<file path="config.mk">
export PLATFORM = sky130hd
export DESIGN_NAME = mem_stage
export DESIGN_NICKNAME = d
export VERILOG_FILES = /design/src/rtl/mem_stage.sv
export SDC_FILE = /design/constraint.sdc
export NUM_CORES = 1
export LEC_CHECK = 0
export CORE_ASPECT_RATIO = 0.5
export CORE_MARGIN = 8
export CORE_UTILIZATION = 41
export CTS_BUF_LIST = sky130_fd_sc_hd__clkbuf_8
export DETAILED_ROUTE_END_ITERATION = 10
export PLACE_DENSITY = 0.8
export SYNTH_ARGS = -nofsm -noshare
export SYNTH_HDL_FRONTEND = slang
export SYNTH_SLANG_ARGS = --single-unit
</file>
<file path="constraint.sdc">
create_clock -name clk -period 4.6 [get_ports clk]
set_input_delay 0.92 -clock clk [delete_from_list [all_inputs] [get_ports clk]]
set_output_delay 0.92 -clock clk [all_outputs]
set_load 0.05 [all_outputs]
</file>
<file path="src/rtl/mem_stage.sv">
// mem_stage: load/store stage with req/ack memory port and one-cycle write-back bundle
module mem_stage #(
  parameter int TIMEOUT = 16,
  parameter int ADDR_W  = 32
) (
  input  logic              clk,
  input  logic              rst,
  input  logic              in_valid,
  output logic              in_ready,
  input  logic [31:0]       alu_out,
  input  logic [31:0]       store_data,
  input  logic              rf_nwef,
  input  logic [4:0]        waddr,
  input  logic [3:0]        mem_op,
  output logic              mem_req,
  output logic              mem_we,
  output logic [ADDR_W-1:0] mem_addr,
  output logic [3:0]        mem_be,
  output logic [31:0]       mem_wdata,
  input  logic              mem_ack,
  input  logic [31:0]       mem_rdata,
  output logic              wb_valid,
  output logic              wb_we,
  output logic [4:0]        wb_waddr,
  output logic [31:0]       wb_wdata,
  output logic              addr_err,
  output logic              bus_err
);
  typedef enum logic [1:0] {IDLE, WAIT, DONE} state_t;
  localparam int CW = $clog2(TIMEOUT + 2);
  state_t state;
  logic [CW-1:0] cnt;
  logic [3:0] op_q;
  logic [1:0] lo_q;
  logic nwef_q;
  logic [4:0] waddr_q;
  logic is_ld, is_st, is_w, is_h, mis, expire, ld_q;
  logic [3:0] be;
  logic [31:0] wdata, ext;
  logic [15:0] half;
  logic [7:0] lane_b;
  assign in_ready = state != WAIT;
  // decode the incoming bundle: access size, alignment, lane enables, replicated store data
  always_comb begin
    is_ld = mem_op >= 4'd1 && mem_op <= 4'd5;
    is_st = mem_op >= 4'd6 && mem_op <= 4'd8;
    is_w  = mem_op == 4'd1 || mem_op == 4'd6;
    is_h  = mem_op == 4'd2 || mem_op == 4'd3 || mem_op == 4'd7;
    mis   = (is_w && alu_out[1:0] != 2'b00) || (is_h && alu_out[0]);
    be    = is_w ? 4'b1111 : is_h ? (alu_out[1] ? 4'b1100 : 4'b0011) : 4'b0001 << alu_out[1:0];
    wdata = !is_st ? 32'h0 : is_w ? store_data : is_h ? {2{store_data[15:0]}} : {4{store_data[7:0]}};
  end
  // pick and extend the load lanes of the returned word using the captured op and offset
  always_comb begin
    half   = lo_q[1] ? mem_rdata[31:16] : mem_rdata[15:0];
    lane_b = mem_rdata[{lo_q, 3'b000} +: 8];
    ld_q   = op_q <= 4'd5;
    expire = TIMEOUT > 0 && cnt == CW'(TIMEOUT - 1);
    ext    = op_q == 4'd1 ? mem_rdata :
             op_q == 4'd2 ? {{16{half[15]}}, half} :
             op_q == 4'd3 ? {16'h0, half} :
             op_q == 4'd4 ? {{24{lane_b[7]}}, lane_b} :
             op_q == 4'd5 ? {24'h0, lane_b} : 32'h0;
  end
  // stage FSM: accept in IDLE/DONE, hold the request in WAIT, publish write-back for one cycle in DONE
  always_ff @(posedge clk or posedge rst) begin
    if (rst) begin
      state     <= IDLE;
      cnt       <= '0;
      op_q      <= '0;
      lo_q      <= '0;
      nwef_q    <= 1'b0;
      waddr_q   <= '0;
      mem_req   <= 1'b0;
      mem_we    <= 1'b0;
      mem_addr  <= '0;
      mem_be    <= '0;
      mem_wdata <= '0;
      wb_valid  <= 1'b0;
      wb_we     <= 1'b0;
      wb_waddr  <= '0;
      wb_wdata  <= '0;
      addr_err  <= 1'b0;
      bus_err   <= 1'b0;
    end else begin
      wb_valid <= 1'b0;
      wb_we    <= 1'b0;
      wb_waddr <= '0;
      wb_wdata <= '0;
      addr_err <= 1'b0;
      bus_err  <= 1'b0;
      case (state)
        WAIT: begin
          if (mem_ack || expire) begin
            state     <= DONE;
            mem_req   <= 1'b0;
            mem_we    <= 1'b0;
            mem_addr  <= '0;
            mem_be    <= '0;
            mem_wdata <= '0;
            wb_valid  <= 1'b1;
            wb_waddr  <= waddr_q;
            wb_we     <= mem_ack && ld_q && nwef_q && waddr_q != 5'd0;
            wb_wdata  <= mem_ack ? ext : 32'h0;
            bus_err   <= !mem_ack;
          end else begin
            cnt <= cnt + CW'(1);
          end
        end
        default: begin
          if (in_valid) begin
            op_q    <= mem_op;
            lo_q    <= alu_out[1:0];
            nwef_q  <= rf_nwef;
            waddr_q <= waddr;
            if (!(is_ld || is_st) || mis) begin
              state    <= DONE;
              wb_valid <= 1'b1;
              wb_waddr <= waddr;
              wb_we    <= !(is_ld || is_st) && rf_nwef && waddr != 5'd0;
              wb_wdata <= (is_ld || is_st) ? 32'h0 : alu_out;
              addr_err <= is_ld || is_st;
            end else begin
              state     <= WAIT;
              cnt       <= '0;
              mem_req   <= 1'b1;
              mem_we    <= is_st;
              mem_addr  <= {alu_out[ADDR_W-1:2], 2'b00};
              mem_be    <= be;
              mem_wdata <= wdata;
            end
          end else begin
            state <= IDLE;
          end
        end
      endcase
    end
  end
endmodule

</file>
==> results.env <==
STATUS='completed'
MAXSLEWHEADROOM=0.363
TRITONCTS='done'
R2R-END='wb_wdata[19]$_DFF_PP0_'
DRT-TOTAL-WL_MM=19.7
GPL.FINAL_WEIGHTED_CONGESTION=0.783
TIMING.CRITICAL_PATH.FROM_TYPE='register'
FIN_CRIT_SH=0.692
TIMING.FINAL.MAX_SLEW_VIOLATIONS=0
SYNTH-SEQ-CELLS=128
SYNTH-XOR-AREA-SHARE=0.00444
CRIT_CHAIN='nor2b_1, inv_1, clkdlybuf4s50_1'
DRT.ANTENNA.VIOLATING_NETS=0
CP_DATA_REQUIRED_TIME_NS=3.68
FP-ROW-COUNT=31
NUM_IO_PINS=222
SETUP.WORST_PATH.END_CLASS='output pin'
SYNTHESIS.YOSYS.WARNINGS=0
POST_SYNTH_EDFFS=0
WORST_PIN_SLEW_NS=0.956
RSZ_0062_RAISED_AFTER_GLOBAL_ROUTING='no'
MULTIINPUTGATEAREA_MM2=0.00245
CTSROOTBUFFERMASTER='sky130_fd_sc_hd__clkbuf_8'
MAXIMUM_CLOCK_INSERTION_BUFFER_COUNT=2
SYNTH_SIMPLE_GATE_AREA_SHARE=0.0933
DETAILROUTE.VIA_COUNT=5175
SEQUENTIAL_CELL_AREA_MM2=0.00320
INTERNAL_POWER_mW=2.32
INITIAL_CORE_UTIL=0.414
DIE_AREA_MM2=0.0188
STATIC-LEAKAGE-POWER_nW=3.77
DETAILED_PLACE_HPWL_MM=14.6
DIE_Y_UM=101
GRT_FIRST_PASS_WIRELENGTH_MM=30.4
SETUP-VIOLATIONS-FINAL=0
FMAX_MHz=314
POST_ROUTE_CELLS_DRIVE_ABOVE_1_SHARE=0.107
GRT_ANTENNA_BEFORE_REPAIR=1
OVERFLOW=0
WORST_SETUP_HOLD_PATH_CLK_SLEW_NS=0.07
DRT-INITIAL-DRC-COUNT=372
WORST_HOLD_SLACK_NS=0.492
CLOCK_INSERTION_DELAY_WORST_SKEW_NS=0.42
YS_TYPES=48
PART_OF_THE_YOSYS_AREA_USED_FOR_SEQUENTIAL_ELEMENTS=0.542
CRITICALPATHCATEGORY='register to output pin'
AREA_GROWTH_SYN_TO_LAYOUT_PCT=47.2
WORST_SETUP_PATH_STARTPOINT='state[1]$_DFFE_PP0P_'
IR_DROP_WORST_VDD_uV=156
CTS_RESIZED=0
SWSHARE=0.368
SWITCHING_POWER_mW=1.35
POST-ROUTE-DRC-COUNT=0
TIMING.CRITICAL_PATH.FANOUT_MAX=7
BUFFER_PORTS.INSERTED=219
SETUP.REG_TO_REG.WORST_SLACK_NS=1.94
WORSTHOLDSTART='mem_we$_DFFE_PP0P_'
MIN-DELAY-PATH-CLASS='register to register'
LAYOUTNONFILLERINSTCOUNT=962
GRT_START_MAX_NET_PINS=99
COREAREA_MM2=0.0143
POWER.SEQUENTIAL.FRACTION=0.374
POWER_DENSITY_mW_PER_MM2=422
PLACED_CELLS_INCL_TAPS=929
GRTUSAGETOTAL=0.208
HTREE_NUM_LEVELS=4
MOSTFREQUENTLAYOUTCELL='sky130_fd_sc_hd__clkdlybuf4s50_1'
R2R.WORST_PATH.CELLS=4
R2R_START='lo_q[1]$_DFFE_PP0P_'
SYN_AVG_CELL_AREA_UM2=11.0
NETLIST_INSTANCES=540
POST_CTS.REPAIR.SETUP_BUFFERS=0
CRITICAL_PATH.SLOWEST_CELL='sky130_fd_sc_hd__clkdlybuf4s50_1'
FILLERINSTANCES=1158
CRITPATHARRIVALTIME_NS=2.26
SYNTH_TOP_FAMILY_BY_AREA='compound AO/OA/AOI/OAI gates'
FINAL_CELL_MIX='219 x sky130_fd_sc_hd__clkdlybuf4s50_1, 128 x sky130_fd_sc_hd__dfrtp_1, 48 x sky130_fd_sc_hd__a22o_1'
VIASPERCELL=5.38
SHARE_COMB_OF_TOTAL_POWER=0.341
CTS.SINK_COUNT=128
POST_SYNTH_FA_HA_MAJ_AREA_FRACTION=0.00423
CTSHOLDBUFFERS=0
ASYNCSETRESETFLOPFRACSYNTH=1.00
MAX_CAP_VIOLATIONS=0
NUMCTSBUFFERS=17
FINAL-HOLD-VIOLATION-COUNT=0
MOST_USED_DFF_POST_SYNTH='sky130_fd_sc_hd__dfrtp_1'
SYNTH-COMPOUND-AREA-SHARE=0.212
SYNTHESIS.AREA_MM2=0.00591
SETUP-TNS-FINAL_NS=0
TIMING.CRITICAL_PATH.SLOWEST_CELL_DELAY_NS=0.76
LAYOUT.NETS=862
MUX_SHARE_OF_POST_SYNTHESIS_CELL_AREA=0.0935
GRT_PASS1_VIAS=5440
FIRSTDRTPASSITERS=5
FIN_CRIT_NS=3.18
ENDPOINT='in_ready'
POWER.CLOCK.FRACTION=0.285
ROUTEDWLPERCELL_UM=20.4
DIEWIDTH_UM=186
SETUP_CLOCK_SKEW_AFTER_LAYOUT_NS=0.0132
kinds of logic (layout without fill, tap and decap cells):
logic type	Yosys count	after routing
flip-flops	128	128
XOR/XNOR	3	3
multiplexers	51	51
adder cells (fa/ha/maj)	2	2
other	1	3
AO/OA/AOI/OAI	173	173
buffers and inverters	64	286
AND/OR/NAND/NOR	118	118
critical path: cells and delay by family (launching register included):
kind	cells	cell delay (ns)
buf+inv	2	1.01
flops	1	0.37
simple gates	1	0.47
sequential cells by signal, indices dropped and copies added, names as in the netlist:
register / cells
wb_waddr: 5
wb_valid: 1
op_q: 4
state: 2
mem_we: 1
lo_q: 2
mem_addr: 30
addr_err: 1
cnt: 5
nwef_q: 1
mem_be: 4
mem_wdata: 32
wb_wdata: 32
waddr_q: 5
wb_we: 1
bus_err: 1
mem_req: 1
cell usage after synthesis, drive strengths merged (12+ instances only):
library cell / n / area (µm²)
clkbuf: 12 / 45.0
nand3: 18 / 90.1
mux2i: 26 / 260
o21ai: 53 / 303
buf: 25 / 148
inv: 27 / 101
nand2: 47 / 176
mux2: 24 / 270
o211ai: 18 / 135
a22o: 48 / 420
a21oi: 18 / 90.1
dfrtp: 128 / 3200
nor2: 27 / 101
how the worst min path moves through the flow:
| stage | endpoint | cells past startpoint |
|---|---|---|
| floorplan | cnt[2]$_DFFE_PP0P_ | 1 |
| global placement | mem_we$_DFFE_PP0P_ | 1 |
| detailed placement | mem_we$_DFFE_PP0P_ | 1 |
| CTS | mem_we$_DFFE_PP0P_ | 1 |
| global route | mem_we$_DFFE_PP0P_ | 1 |
| finish | mem_we$_DFFE_PP0P_ | 1 |
metrics by stage:
stage / worst slack, ns / power [mW] / area [µm²] / util
final: 1.42 / 3.67 / 8700 / 0.610
after global placement: 1.28 / 2.62 / 8270 / 0.579
after global routing: 1.26 / 3.82 / 8700 / 0.609
after detailed placement: 1.23 / 2.65 / 8270 / 0.579
after floorplan: 0.267 / 2.16 / 5920 / -
after CTS: 1.36 / 3.70 / 8700 / 0.609
per-layer routing:
| layer | vias to the layer above | part of all wire | GRT usage |
|---|---|---|---|
| met5 | - | 0.00041 | 0 |
| met4 | 2 | 0.014 | 0.0552 |
| met3 | 22 | 0.067 | 0.0550 |
| met2 | 191 | 0.48 | 0.351 |
| met1 | 2588 | 0.43 | 0.262 |
| li1 | 2372 | - | - |
power groups by stage:
stage	logic (mW)	clock network, mW	registers, mW
6_report	1.25	1.05	1.38
3_5_place_dp	1.25	0	1.39
4_1_cts	1.26	1.06	1.38
3_3_place_gp	1.24	0	1.39
2_1_floorplan	0.361	0	1.80
5_1_grt	1.31	1.11	1.39
area by class of cell:
cell class	instances	area share
clock buffer	20	0.0316
sequential	128	0.368
clock inverter	12	0.0180
antenna	1	0.000288
tap	198	0.0285
multi-input combinational	349	0.281
timing repair buffer	227	0.260
inverter	27	0.0122
No activity file was read; power rests on OpenSTA's default activity.
